<file path="src/rtl/if_stage.sv">
// Instruction-fetch stage: owns the PC, handshakes with a multi-cycle instruction
// memory and feeds the IF/ID register, with a one-entry buffer for data that lands during a stall.
module if_stage #(
    parameter int PC_W = 16,
    parameter int INSTR_W = 16,
    parameter logic [PC_W-1:0] RESET_PC = '0
) (
    input  logic               clk,
    input  logic               rst,
    input  logic               stall,
    input  logic               redirect,
    input  logic [PC_W-1:0]    redirect_pc,
    output logic               imem_req,
    output logic [PC_W-1:0]    imem_addr,
    input  logic               imem_rdy,
    input  logic [INSTR_W-1:0] imem_data,
    output logic               ifid_valid,
    output logic [INSTR_W-1:0] ifid_instr,
    output logic [PC_W-1:0]    ifid_pc_plus1,
    output logic [3:0]         ifid_opcode,
    output logic               halted
);

    typedef enum logic [1:0] {
        FETCH = 2'd0,
        HOLD  = 2'd1,
        FLUSH = 2'd2,
        HALT  = 2'd3
    } state_t;

    localparam logic [3:0] OP_HALT = 4'hF;

    state_t               state, state_nxt;
    logic [PC_W-1:0]      pc, pc_nxt, pc_inc;
    logic                 ifid_valid_nxt;
    logic [INSTR_W-1:0]   ifid_instr_nxt;
    logic [PC_W-1:0]      ifid_pc1_nxt;
    logic                 hold_valid, hold_valid_nxt;
    logic [INSTR_W-1:0]   hold_instr, hold_instr_nxt;
    logic [PC_W-1:0]      hold_pc1, hold_pc1_nxt;

    function automatic logic is_halt(input logic [INSTR_W-1:0] instr);
        return instr[INSTR_W-1 -: 4] == OP_HALT;
    endfunction

    assign pc_inc      = pc + {{(PC_W-1){1'b0}}, 1'b1};
    assign imem_req    = (state == FETCH) && !rst;
    assign imem_addr   = pc;
    assign ifid_opcode = ifid_instr[INSTR_W-1 -: 4];
    assign halted      = (state == HALT);

    always_comb begin
        state_nxt      = state;
        pc_nxt         = pc;
        ifid_valid_nxt = ifid_valid;
        ifid_instr_nxt = ifid_instr;
        ifid_pc1_nxt   = ifid_pc_plus1;
        hold_valid_nxt = hold_valid;
        hold_instr_nxt = hold_instr;
        hold_pc1_nxt   = hold_pc1;

        // A redirect squashes everything, including data returning this same cycle.
        if (redirect) begin
            pc_nxt         = redirect_pc;
            ifid_valid_nxt = 1'b0;
            ifid_instr_nxt = '0;
            hold_valid_nxt = 1'b0;
            state_nxt      = FLUSH;
        end else begin
            case (state)
                FETCH: begin
                    if (imem_rdy) begin
                        pc_nxt = pc_inc;
                        if (stall) begin
                            hold_instr_nxt = imem_data;
                            hold_pc1_nxt   = pc_inc;
                            hold_valid_nxt = 1'b1;
                            state_nxt      = HOLD;
                        end else begin
                            ifid_instr_nxt = imem_data;
                            ifid_pc1_nxt   = pc_inc;
                            ifid_valid_nxt = 1'b1;
                            state_nxt      = is_halt(imem_data) ? HALT : FETCH;
                        end
                    end else if (!stall) begin
                        ifid_valid_nxt = 1'b0;
                        ifid_instr_nxt = '0;
                    end
                end
                HOLD: begin
                    if (!stall) begin
                        ifid_instr_nxt = hold_instr;
                        ifid_pc1_nxt   = hold_pc1;
                        ifid_valid_nxt = 1'b1;
                        hold_valid_nxt = 1'b0;
                        state_nxt      = is_halt(hold_instr) ? HALT : FETCH;
                    end
                end
                FLUSH: begin
                    ifid_valid_nxt = 1'b0;
                    ifid_instr_nxt = '0;
                    state_nxt      = FETCH;
                end
                HALT: begin
                    if (!stall) begin
                        ifid_valid_nxt = 1'b0;
                        ifid_instr_nxt = '0;
                    end
                end
                default: state_nxt = FETCH;
            endcase
        end
    end

    always_ff @(posedge clk) begin
        if (rst) begin
            state         <= FETCH;
            pc            <= RESET_PC;
            hold_valid    <= 1'b0;
            ifid_valid    <= 1'b0;
            ifid_instr    <= '0;
            ifid_pc_plus1 <= '0;
        end else begin
            state         <= state_nxt;
            pc            <= pc_nxt;
            hold_valid    <= hold_valid_nxt;
            ifid_valid    <= ifid_valid_nxt;
            ifid_instr    <= ifid_instr_nxt;
            ifid_pc_plus1 <= ifid_pc1_nxt;
        end
    end

    // Hold buffer payload is qualified by hold_valid/state, so it needs no reset.
    always_ff @(posedge clk) begin
        hold_instr <= hold_instr_nxt;
        hold_pc1   <= hold_pc1_nxt;
    end

endmodule

</file>
<file path="config.mk">
export PLATFORM = sky130hd
export DESIGN_NAME = if_stage
export DESIGN_NICKNAME = d
export VERILOG_FILES = /design/src/rtl/if_stage.sv
export SDC_FILE = /design/constraint.sdc
export NUM_CORES = 1
export LEC_CHECK = 0
export ABC_AREA = 1
export CAP_MARGIN = 10
export CORE_MARGIN = 5
export CORE_UTILIZATION = 30
export CTS_BUF_LIST = sky130_fd_sc_hd__clkbuf_8
export CTS_CLUSTER_SIZE = 40
export DETAILED_ROUTE_END_ITERATION = 10
export HOLD_SLACK_MARGIN = 0.03
export MAX_ROUTING_LAYER = met4
export SLEW_MARGIN = 20
export SYNTH_ARGS = -nofsm -noshare
export SYNTH_HDL_FRONTEND = slang
export SYNTH_SLANG_ARGS = --single-unit
export TNS_END_PERCENT = 20
</file>
<file path="constraint.sdc">
create_clock -name clk -period 3 [get_ports clk]
set_clock_uncertainty 0.15 [all_clocks]
set_input_delay 0.75 -clock clk [delete_from_list [all_inputs] [get_ports clk]]
set_output_delay 0.75 -clock clk [all_outputs]
set_load 0.02 [all_outputs]
</file>
==> qor.log, run 1 <==
[synthesis] post-synthesis cell count 486
[clock_tree] Clock Pin Slew Worst Setup and Hold Paths 80 ps
[drt] drt wl/cell 14.8 µm
[finish] leading cell types in the layout, fill and taps excluded 90 x clkdlybuf4s50_1, 88 x nand2_1, 66 x inv_1
[clock_tree] post-cts hold buffer count 0
[power] Switch Pwr 0.000800 W
[finish] share of final-layout standard cells stronger than drive strength 1 8.28%
[flow_run] Maximum Capacitance Violations 0
[sta] final number of max-transition violations 0
[power] fraction of power spent switching nets 28.3%
[drt] drt drc 0
[drt] M1 wire length 5.34 mm
[critical_path] Max FO, Critical Path 2
[power] power per cell area 537 nW/µm²
[drt] routed length on met2 5.22 mm
[power] clock share of power 34.2%
[clock_tree] maximum clock insertion buffer count 2
[run_status] outcome completed
[sta] final number of hold-violating endpoints 0
[sta] post-route setup slack 334 ps
[worst_hold_path] min-delay worst type flop to flop
[clock_tree] number of gates given a new drive strength after cts 1
[drt] Via density 4.72
[power] peak supply drop 0.172 mV
[synthesis] mean instance size in the synthesized netlist 8.12 µm²
[placement] Post-DP HPWL 7.93 mm
[critical_path] worst r2r src state[0]
[drt] first-pass iteration count of the detailed router 5
[critical_path] element type at the critical path start input port
[finish] most common library cell in the layout ignoring fill and taps clkdlybuf4s50_1
[floorplan] core area 12800 µm²
[worst_hold_path] worst hold path startpoint ifid_pc_plus1[1]
[finish] net total in the final layout 618
[sta] setup repair after global routing missed its margin false
[synthesis] fraction of the yosys area taken by sequential cells 50.2%
[placement] input/output buffers 91
[finish] final cell count without fillers 752
[finish] Area Overhead vs Synth 33.4%
[grt] antenna violations before repair 0
[drt] routed via count 3546
[placement] Placer Congestion 0.840
[sta] measured slew at the worst slew-check pin 609 ps
[finish] count of fill cells added during filler insertion 1254
[power] overall power 0.00282 W
[finish] area of combinational cells with multiple inputs 1560 µm²
[critical_path] timing startpoint of the critical path rst
[drt] total detailed-routing wirelength 11.1 mm
[grt] total global routing track utilization 14.8%
[sta] achievable frequency 0.375 GHz
[drt] uppermost signal routing layer after detailed routing met4
[synthesis] Yosys reg bits 83
[sta] post-layout min period 2670 ps
[floorplan] area of the die 15500 µm²
[grt] GR Overflow Total 0
[floorplan] total number of placement rows 41
[synthesis] Mapped Nets 528
[placement] setup slack at placement -0.395 ps
[clock_tree] source-to-sink clock delay at the later pin of the worst-skew pair 360 ps
[clock_tree] number of setup buffers added after CTS 0
[floorplan] I/O Pins 92
[critical_path] data required time at the worst endpoint 2100 ps
[power] Internal 0.00202 W
[grt] global-route wire length before repair 18.1 mm
[sta] period utilisation layout 88.9%
[critical_path] type of element capturing the critical path output pin
[floorplan] Chip Width 125 µm
[clock_tree] clock sink total 83
[power] static leakage power 2.05 nW
[power] Flop pwr share 45.6%
[power] Comb pwr share 20.2%
[drt] Antenna Violating Nets Remaining 0
[critical_path] arrival time reported for the critical path endpoint 1770 ps
[clock_tree] cts bufs inserted 9
[synthesis] count of unique library cells instantiated by Yosys 35
[finish] Ant. Diodes 0
[sta] final setup fails 0
[finish] sequential cell area in the final layout 1980 µm²
[floorplan] height of the die 125 µm
[floorplan] initial standard-cell utilization of the core 30.9%
[grt] vias in the first global route 3559
[clock_tree] root buf cell clkbuf_8
[placement] cell count after placement 737
[clock_tree] number of H-tree levels 3
[sta] Relative slew margins 59.3%
[clock_tree] clock tree from TritonCTS yes
[synthesis] Warnings, synthesis 0
[drt] initial DRC count 233
[drt] routed wl met3 324 µm
[grt] pin count of the biggest net entering global routing 26
[synthesis] netlist area before placement 3950 µm²
[critical_path] Worst Setup Path Type input port to output pin
path summary, 6_finish.rpt:
path                      end  slack (ps)  depth (start not counted)
max                  imem_req         330                          3
min          ifid_pc_plus1[1]         340                          2
max reg2reg     ifid_instr[0]         900                         10
min reg2reg  ifid_pc_plus1[1]         340                          2
power groups by stage:
stage	Sequential, W	Combinational, W	Clock, W
5_1_grt	0.00129	0.000627	0.00104
3_3_place_gp	0.00131	0.000569	0
4_1_cts	0.00129	0.000579	0.000992
2_1_floorplan	0.00136	0.000273	0
6_report	0.00129	0.000571	0.000967
3_5_place_dp	0.00131	0.000577	0
cell type report:
cell class                 instances  share of cell area [%]
timing repair buffer             103                    19.0
multi-input combinational        307                    29.6
sequential                        83                    37.7
clock inverter                     6                    2.19
inverter                          72                    5.14
clock buffer                       9                    2.35
tap                              172                    4.09
registers in the layout, summed over array words and instances (netlist names), named ones only:
signal         count
hold_instr        16
hold_pc1          16
ifid_instr        16
ifid_pc_plus1     16
imem_addr         16
state              2
cells by family (layout without fill, tap and decap cells):
group / after synthesis / after routing / share of synthesized area [%]
AND/OR/NAND/NOR: 176 / 176 / 19.6
AO/OA/AOI/OAI: 119 / 119 / 16.7
buffers and inverters: 96 / 190 / 10.4
flip-flops: 83 / 83 / 50.2
XOR/XNOR: 7 / 7 / 1.55
adder cells (fa/ha/maj): 5 / 5 / 1.59
metal layers:
layer / vias to the layer above / global-route usage [%]
met4: 0 / 5.22
met5: - / -
li1: 1773 / -
met3: 14 / 2.79
met1: 1691 / 18.7
met2: 68 / 23.6
metrics by stage:
step           hold WS, ps  setup TNS, ps  utilization (%)  area [µm²]
2_1_floorplan          339              0                -        3950
3_3_place_gp           319          -12.1             39.3        5020
3_5_place_dp           336         -0.395             39.3        5020
4_1_cts                355              0             41.2        5260
5_1_grt                390              0             41.2        5260
6_report               343              0             41.2        5260
Yosys cell counts (all sizes together):
| master | n | share of area (%) |
|---|---|---|
| xor2 | 5 | 1.1 |
| ha | 5 | 1.6 |
| o22ai | 1 | 0.32 |
| and2 | 3 | 0.48 |
| o221ai | 3 | 0.67 |
| nand2 | 92 | 9.3 |
| a22o | 2 | 0.44 |
| xnor2 | 2 | 0.44 |
| nor2 | 45 | 4.5 |
| o21ai | 51 | 6.7 |
| nor3 | 2 | 0.25 |
| a31oi | 5 | 1.2 |
| a21oi | 54 | 6.9 |
| buf | 16 | 2.7 |
| nand3 | 29 | 3.9 |
| inv | 72 | 6.9 |
| a211oi | 1 | 0.19 |
| edfxtp | 32 | 24 |
| nand4 | 5 | 1.2 |
| clkbuf | 8 | 0.79 |
| dfxtp | 51 | 26 |
| o211ai | 2 | 0.38 |
worst max-delay path, cell delays in order:
cell	delay, ps
clkdlybuf4s50_1	470
nor2_1	190
dlygate4sd2_1	360
Power figures use the tool's default switching activity.
==> inputs of run 2 (changes only) <==
Settings changed: GPL_ROUTABILITY_DRIVEN set to 0.
==> results of run 2 <==
The final DEF is identical to that of run 1; final timing and power are the same.
